`src/rtl/seg_pkg.sv`:
```
// Shared helpers and types for the seven-segment scan multiplexer.
package seg_pkg;

    function automatic int clog2_min1(input int value);
        int w;
        w = 1;
        while ((1 << w) < value) w++;
        return w;
    endfunction

    function automatic logic [63:0] ones(input int width);
        return (width >= 64) ? '1 : ((64'd1 << width) - 64'd1);
    endfunction

    localparam int SEG_N        = 7;
    localparam int SEG_CHANNELS = 4;

    // Active-low segments: all ones turns every segment off.
    localparam logic [SEG_N-1:0] SEG_BLANK = SEG_N'(ones(SEG_N));

    typedef logic [clog2_min1(SEG_CHANNELS)-1:0] slot_idx_t;

endpackage

```
`src/rtl/seg_tick_gen.sv`:
```
// Slot prescaler: counts 0..DIV-1 while enabled and pulses tick_o on the last count.
module seg_tick_gen
    import seg_pkg::*;
#(
    parameter int DIV = 100000
) (
    input  logic clk,
    input  logic rst_n,
    input  logic en_i,
    input  logic clr_i,
    output logic tick_o
);

    localparam int            CW   = clog2_min1(DIV);
    localparam logic [CW-1:0] LAST = CW'(DIV - 1);

    logic [CW-1:0] cnt_q, cnt_d;

    assign tick_o = en_i && !clr_i && (cnt_q == LAST);

    always_comb begin
        // NOTE: default first so every path assigns cnt_d and no latch is inferred.
        cnt_d = cnt_q;
        if (clr_i) begin
            cnt_d = '0;
        end else if (en_i) begin
            cnt_d = (cnt_q == LAST) ? '0 : cnt_q + 1'b1;
        end
    end

    // NOTE: non-blocking so every flop samples the pre-edge values.
    always_ff @(posedge clk or negedge rst_n) begin
        if (!rst_n) begin
            cnt_q <= '0;
        end else begin
            cnt_q <= cnt_d;
        end
    end

endmodule

```
`src/rtl/seg_scan_mux.sv`:
```
// Round-robin seven-segment scan multiplexer with hold (plain-mux) mode.
// Optional ghosting guard enabled by defining SEG_SCAN_GUARD_EN.
module seg_scan_mux
    import seg_pkg::*;
#(
    parameter int N        = 7,
    parameter int CHANNELS = 4,
    parameter int DIV      = 100000
`ifdef SEG_SCAN_GUARD_EN
    , parameter int GUARD  = 2
`endif
    , localparam int SW    = clog2_min1(CHANNELS)
) (
    input  logic                  clk,
    input  logic                  rst_n,
    input  logic                  en,
    input  logic [CHANNELS*N-1:0] data_in,
    input  logic [CHANNELS-1:0]   blank,
    input  logic                  hold,
    input  logic [SW-1:0]         hold_sel,
    output logic [N-1:0]          seg_out,
    output logic [CHANNELS-1:0]   an_out,
    output logic [SW-1:0]         slot,
    output logic                  frame_tick
);

    localparam logic [N-1:0] BLANK_WORD = (N == SEG_N) ? N'(SEG_BLANK) : N'(ones(N));

    logic [SW-1:0]       slot_q, slot_d;
    logic [N-1:0]        seg_q, seg_d;
    logic [CHANNELS-1:0] an_q, an_d;
    logic                ft_q, ft_d;
    logic                run, tick, last_slot, visible;

    // Hold parks the prescaler at 0 so release starts a full slot.
    assign run       = en && !hold;
    assign last_slot = (int'(slot_q) == CHANNELS - 1);

    seg_tick_gen #(.DIV(DIV)) u_tick (
        .clk    (clk),
        .rst_n  (rst_n),
        .en_i   (run),
        .clr_i  (!run),
        .tick_o (tick)
    );

`ifdef SEG_SCAN_GUARD_EN
    localparam int AW = clog2_min1(GUARD + 1);

    logic [AW-1:0] age_q, age_d;
    logic          held_q;

    // Cycles since the current slot began; saturates once past the guard window.
    always_comb begin
        age_d = age_q;
        if (!en || tick || (hold != held_q)) begin
            age_d = '0;
        end else if (int'(age_q) < GUARD) begin
            age_d = age_q + 1'b1;
        end
    end

    always_ff @(posedge clk or negedge rst_n) begin
        if (!rst_n) begin
            age_q  <= '0;
            held_q <= 1'b0;
        end else begin
            age_q  <= age_d;
            held_q <= en && hold;
        end
    end
`endif

    always_comb begin
        slot_d = slot_q;
        if (!en) begin
            slot_d = '0;
        end else if (hold) begin
            slot_d = (int'(hold_sel) < CHANNELS) ? hold_sel : '0;
        end else if (tick) begin
            slot_d = last_slot ? '0 : slot_q + 1'b1;
        end
    end

    assign ft_d    = tick && last_slot;
    assign visible = en && !blank[slot_q];

    always_comb begin
        seg_d = BLANK_WORD;
        an_d  = '1;
        if (visible) begin
            seg_d = data_in[slot_q*N +: N];
            an_d  = ~(CHANNELS'(1) << slot_q);
        end
`ifdef SEG_SCAN_GUARD_EN
        // The new word is already on the segments; only the enable waits out the guard.
        if (int'(age_q) < GUARD) begin
            an_d = '1;
        end
`endif
    end

    always_ff @(posedge clk or negedge rst_n) begin
        if (!rst_n) begin
            slot_q <= '0;
            seg_q  <= BLANK_WORD;
            an_q   <= '1;
            ft_q   <= 1'b0;
        end else begin
            slot_q <= slot_d;
            seg_q  <= seg_d;
            an_q   <= an_d;
            ft_q   <= ft_d;
        end
    end

    assign seg_out    = seg_q;
    assign an_out     = an_q;
    assign slot       = slot_q;
    assign frame_tick = ft_q;

endmodule

```
`config.mk`:
```
export PLATFORM = sky130hd
export DESIGN_NAME = seg_scan_mux
export DESIGN_NICKNAME = d
export VERILOG_FILES = /design/src/rtl/seg_pkg.sv /design/src/rtl/seg_tick_gen.sv /design/src/rtl/seg_scan_mux.sv
export SDC_FILE = /design/constraint.sdc
export NUM_CORES = 1
export LEC_CHECK = 0
export CORE_ASPECT_RATIO = 0.9
export CORE_MARGIN = 4
export CORE_UTILIZATION = 52
export DETAILED_ROUTE_END_ITERATION = 10
export PLACE_DENSITY = 0.86
export SYNTH_ARGS = -nofsm -noshare
export SYNTH_HDL_FRONTEND = slang
export SYNTH_HIERARCHICAL = 1
export SYNTH_SLANG_ARGS = --single-unit
```
`constraint.sdc`:
```
create_clock -name clk -period 5.47 [get_ports clk]
set_clock_uncertainty 0.1 [all_clocks]
set_input_delay 1.094 -clock clk [delete_from_list [all_inputs] [get_ports clk]]
set_output_delay 1.094 -clock clk [all_outputs]
set_load 0.005 [all_outputs]
```
==> key figures, run 1 <==
Run status
  • Outcome: finished clean

Layout
  • Fin area: 2479 um2
  • Number of fill cells: 227
  • P&R area growth vs syn: 31.45%
  • Core Util, Final: 72.30%
  • Antenna cells: 0
  • Fraction of layout cells with a size suffix above 1: 13.39%
  • Finished Layout Cells: 268
  • Layout Nets: 266

Pwr
  • LEAKAGE: 0.001015 uW
  • Maximum VDD drop: 0.1701 mV
  • Power per cell area: 203.7 nW/um2
  • Overall Power: 504.9 uW

Yosys
  • Most common cell in the netlist: dfrtp_1
  • Synth area leader: dfrtp_1
  • Post-Syn Area: 1886 um2
  • Post-synth top cells: dfrtp_1 (20), nand2_1 (13), dfstp_2 (11), nand2b_1 (9)
  • Mapped Nets: 216
  • Asr flop ratio synth: 100.0%
  • Sequential area share after synthesis: 41.87%
  • Post-synth EDFFs: 0
  • Unique masters post-synth: 48
  • Yosys warning total: 6
  • Flops & latches, synth: 31
  • Top area cells in the synthesized netlist: dfrtp_1 (27%), dfstp_2 (15%), mux4_1 (5.6%), mux4_2 (3.6%), ha_1 (3.3%)
  • Main flop type after synthesis: dfrtp_1
  • Mapped Cells: 173
  • Avg Inst Size Synth: 10.90 um2
  • Top cell type's share of synthesized area: 26.54%

Drt
  • WL final: 4.590 mm
  • Routed length per instance: 17.13 um
  • Starting DRT DRC Count: 146
  • Via count: 1563
  • DRT antenna net count: 0
  • First-pass DRT Iterations: 4
  • Vias per cell: 5.832
  • DRC violations left: 0

Min path
  • Hold depth: 1
  • Worst hold start: u_tick/cnt_q[11]
  • HP Class: reg -> reg
  • Hold Path End: u_tick/cnt_q[11]

Floorplanning
  • Die Y: 65.13 um
  • IO Pins: 52
  • Die area: 4655 um2
  • Core footprint: 3428 um2
  • Site row count: 20
  • DIE WIDTH: 71.48 um
  • Initial Utilization: 55.00%

Global route
  • Vias in the first global route: 1527
  • GR Util met3: 5.657%
  • Gr busiest metal: met2
  • GR Layer Usage met2: 34.17%
  • Largest net degree at the start of global routing: 32
  • First-pass GRT wire length: 7.583 mm
  • Antenna violations before repair: 0
  • Total global-route track usage: 21.11%
  • Gr ovfl total: 0
  • Met1 usage: 27.79%

Timing
  • Final setup viols: 0
  • Unrepaired setup endpoints after global routing: false
  • Min Tclk post-route: 3.401 ns
  • Slew headroom: 40.54%
  • Worst Tran Pin Value: 0.8901 ns
  • Final TNS setup: 0 ns
  • Period utilisation layout: 62.18%
  • Final hold vios: 0
  • Fmax: 294.0 MHz
  • Slew Limit Fails: 0

Placed design
  • Post-placement cell area: 2387 um2
  • Placed insts: 260
  • Post-DP HPWL: 3.544 mm
  • Final GP Congestion: 0.9009
  • I/O Buffers: 51

CTS
  • Clk sinks: 31
  • Clock latency on the worst-skew pair: 0.28 ns
  • CTS tree: done
  • Clk buf depth: 2
  • # Post-CTS Setup Buffers: 0
  • Resize count post-CTS: 0
  • Cts bufs inserted: 5
  • Clock root buffer: clkbuf_8
  • Hold Buf Count CTS: 0
  • Clock Pin Slew Worst Setup and Hold Paths: 0.06 ns
  • Max H-tree Level: 2

Worst setup path
  • CP endpoint kind: register
  • Type of the worst setup path: in -> reg
  • CP Data Arrival Time: 3.48 ns
  • R2r worst-path depth: 6
  • Reg2Reg Setup Slack: 3.00 ns
  • RR Startpoint: u_tick/cnt_q[0]
  • Startpoint types: input port
  • CP max FO: 14
  • R2r endpoint: slot[0]
  • Worst EP required: 5.55 ns

Flow run
  • Count of max-cap constraint violations: 0
-- cells in the final DEF (no fill, tap or decap), types with 6 or more instances in the layout --
master,count
a31oi_1,6
clkbuf_8,6
clkdlybuf4s50_1,51
dfrtp_1,20
dfstp_2,11
inv_1,8
nand2_1,13
nand2b_1,9
nand3_1,8
nor2_1,7
or2_1,7
-- metrics by stage --
step / hold slack, ns / setup WS (ns)
after floorplan: 0.3954 / 3.144
after global placement: 0.4357 / 2.002
after CTS: 0.4654 / 2.155
after global routing: 0.5008 / 1.911
after detailed placement: 0.4533 / 1.858
final: 0.4739 / 2.069
-- area by class of cell --
class | instances | area, um2 | area share (%)
clock buffers | 7 | 86.33 | 3.483
repair buffers | 52 | 518.0 | 20.90
clock inverters | 1 | 5.005 | 0.2019
inverters | 8 | 30.03 | 1.212
multi-input cells | 125 | 994.7 | 40.13
flip-flops and latches | 31 | 789.5 | 31.85
well taps | 44 | 55.05 | 2.221
-- per-layer routing --
| layer | vias to the layer above | wire length (um) |
|---|---|---|
| li1 | 742 | - |
| met3 | 12 | 177 |
| met5 | - | 0 |
| met1 | 755 | 2004 |
| met2 | 54 | 2297 |
| met4 | 0 | 110 |
-- flip-flops by register name, indices dropped and copies added, names as in the netlist --
| name | count |
|---|---|
| slot | 2 |
| frame_tick | 1 |
| an_out | 4 |
| seg_out | 7 |
| u_tick/cnt_q | 17 |
-- logic make-up after synthesis --
logic type	share of synthesized area, %
AND/OR/NAND/NOR	25.02
adder cells (fa/ha/maj)	3.318
flip-flops	41.87
XOR/XNOR	0.4646
buffers and inverters	5.375
multiplexers	11.01
AO/OA/AOI/OAI	12.94
-- worst max path at each step --
stage	startpoint	endpoint	slack, ns
2_1_floorplan	hold	slot[0]	3.14
3_3_place_gp	en	u_tick/cnt_q[11]	2.00
3_5_place_dp	en	u_tick/cnt_q[11]	1.86
4_1_cts	en	u_tick/cnt_q[11]	2.16
5_1_grt	en	u_tick/cnt_q[11]	1.91
6_report	en	u_tick/cnt_q[11]	2.07
-- critical path, stage by stage --
cell and delay [ns]:
clkdlybuf4s50_1 0.53, nand2_1 0.23, inv_1 0.28, nor2b_1 0.76
nand2_1 0.25, o41ai_2 0.33
-- where the power goes --
| group | switching, uW | internal (uW) | total (uW) |
|---|---|---|---|
| combinational | 25.6 | 50.8 | 76.3 |
| clock | 81.2 | 101 | 183 |
| sequential | 6.94 | 239 | 246 |
Power figures use the tool's default switching activity.
==> inputs of run 2 (changes only) <==
- CORE_UTILIZATION: 52 -> 43
- PLACE_DENSITY: 0.86 -> 0.76
- clock period: 5.47 -> 3 ns (I/O delays scaled with it)
==> key figures, run 2 (synthesis gave the netlist of run 1 again) <==
Timing
  • Smallest hold slack: 0.4566 ns
  • Final setup viols: 0
  • Final TNS setup: 0 ns
  • Min Tclk post-route: 2.245 ns
  • Period utilisation layout: 74.83%
  • Worst Tran Pin Value: 0.4267 ns
  • Unrepaired setup endpoints after global routing: false
  • Fmax: 445.5 MHz
  • Final Worst Setup Slack: 0.7552 ns
  • Slew headroom: 71.53%
  • Final hold vios: 0
  • Slew Limit Fails: 0

Floorplanning
  • Initial Utilization: 45.36%
  • IO Pins: 52
  • DIE WIDTH: 77.80 um
  • Die area: 5510 um2
  • Core footprint: 4156 um2
  • Die Y: 70.82 um
  • Site row count: 22

Drt
  • Via count: 1571
  • First-pass DRT Iterations: 4
  • DRT antenna net count: 0
  • DRC violations left: 0
  • Vias per cell: 5.380
  • Routed length per instance: 15.86 um
  • WL final: 4.631 mm
  • Starting DRT DRC Count: 77

Worst setup path
  • Worst EP required: 3.07 ns
  • CP endpoint kind: register
  • Startpoint types: input port
  • Crit path largest cell delay: 0.54 ns
  • CP max FO: 10
  • CP Data Arrival Time: 2.31 ns
  • CP Cell Sequence: clkdlybuf4s50_1 > nand2_1 > inv_1 > nand2b_1 > nor2_1 > mux2i_1 > a21oi_1
  • Type of the worst setup path: in -> reg
  • Slowest CP cell: clkdlybuf4s50_1

Placed design
  • Final GP Congestion: 0.8698
  • Worst slack, placed: 0.4907 ns
  • Post-DP HPWL: 3.539 mm
  • I/O Buffers: 51

Pwr
  • Clk network pwr share: 34.7%
  • Net switching power figure: 214.3 uW
  • Sequential power share: 48.3%
  • Net Sw Frac: 23.51%
  • Maximum VDD drop: 0.2320 mV
  • Combinational power share: 17.0%
  • LEAKAGE: 0.001049 uW
  • Power per cell area: 357.5 nW/um2
  • Internal power: 697.0 uW

CTS
  • Max H-tree Level: 2
  • Hold Buf Count CTS: 0
  • Resize count post-CTS: 0
  • Clk buf depth: 2
  • CTS tree: done
  • Clk sinks: 31
  • Clock Pin Slew Worst Setup and Hold Paths: 0.07 ns
  • Clock root buffer: clkbuf_8
  • Clock latency on the worst-skew pair: 0.28 ns
  • Cts bufs inserted: 5
  • # Post-CTS Setup Buffers: 0

Layout
  • Commonest non-fill, non-tap cell in the layout: clkdlybuf4s50_1
  • Antenna cells: 0
  • P&R area growth vs syn: 35.17%
  • Number of fill cells: 352
  • Fraction of layout cells with a size suffix above 1: 15.95%
  • Register name with the most flops: u_tick/cnt_q
  • Largest register FFs: 17
  • Most frequent cells in the layout: clkdlybuf4s50_1 (51), dfrtp_1 (20), nand2_1 (13)
  • Layout Nets: 274

Global route
  • Total global-route track usage: 17.52%
  • Gr ovfl total: 0
  • Largest net degree at the start of global routing: 20
  • Vias in the first global route: 1530
  • Antenna violations before repair: 0
  • First-pass GRT wire length: 7.479 mm

Min path
  • HP Class: reg -> reg

Run status
  • Outcome: finished clean

Flow run
  • Count of max-cap constraint violations: 0
## run 2: cell count changes in the layout (fill, tap and decap cells not counted)
cell and delta:
clkbuf_1 +1, buf_4 +8, clkbuf_8 -1
## run 2: final timing paths
path                       slack, ns          endpoint  depth (start not counted)              from
setup / recovery                0.76           slot[0]                          7                en
hold / removal                  0.46  u_tick/cnt_q[11]                          1  u_tick/cnt_q[11]
setup reg to reg                0.76           slot[0]                          6   u_tick/cnt_q[0]
hold reg to reg                 0.46  u_tick/cnt_q[11]                          1  u_tick/cnt_q[11]
max in group asynchronous       1.95        seg_out[1]                          2             rst_n
min in group asynchronous       0.55  u_tick/cnt_q[16]                          2             rst_n
## run 2: cell type report
type	instances	area, um2	area share [%]
Inverter	8	30.03	1.178
Sequential cell	31	789.5	30.98
Multi-Input combinational cell	125	994.7	39.03
Tap cell	60	75.07	2.946
Clock inverter	1	5.005	0.1964
Timing Repair Buffer	60	578.1	22.68
Clock buffer	7	76.32	2.995
## run 2: worst max-delay path: cells and delay by family
kind	cells	cell delay (ns)
AND/OR/NAND/NOR	3	0.64
multiplexers	1	0.23
AO/OA/AOI/OAI	1	0.08
buffers and inverters	2	0.76
## run 2: power groups by stage
stage               combinational, uW  sequential [uW]  clock [uW]
global placement                  151              447           0
global route                      167              441         346
detailed placement                156              447           0
finish                            155              440         316
CTS                               157              440         325
floorplan                        61.9              450           0
## run 2: routing by layer
metal / wire length (um) / track usage, % / share of wire [%]
met4: 103 / 7.312 / 2.2
met1: 2009 / 21.43 / 43
met5: 0 / 0 / 0
met2: 2374 / 29.94 / 51
met3: 144 / 3.817 / 3.1
## run 2: per-stage QoR
stage,total power [uW],utilization (%),area [um2],std cells
after global routing,953.4,61.32,2549,292
final,911.3,61.32,2549,292
after global placement,598.0,59.36,2467,284
after CTS,921.8,61.32,2549,292
after detailed placement,603.7,59.36,2467,284
after floorplan,512.1,-,1886,173
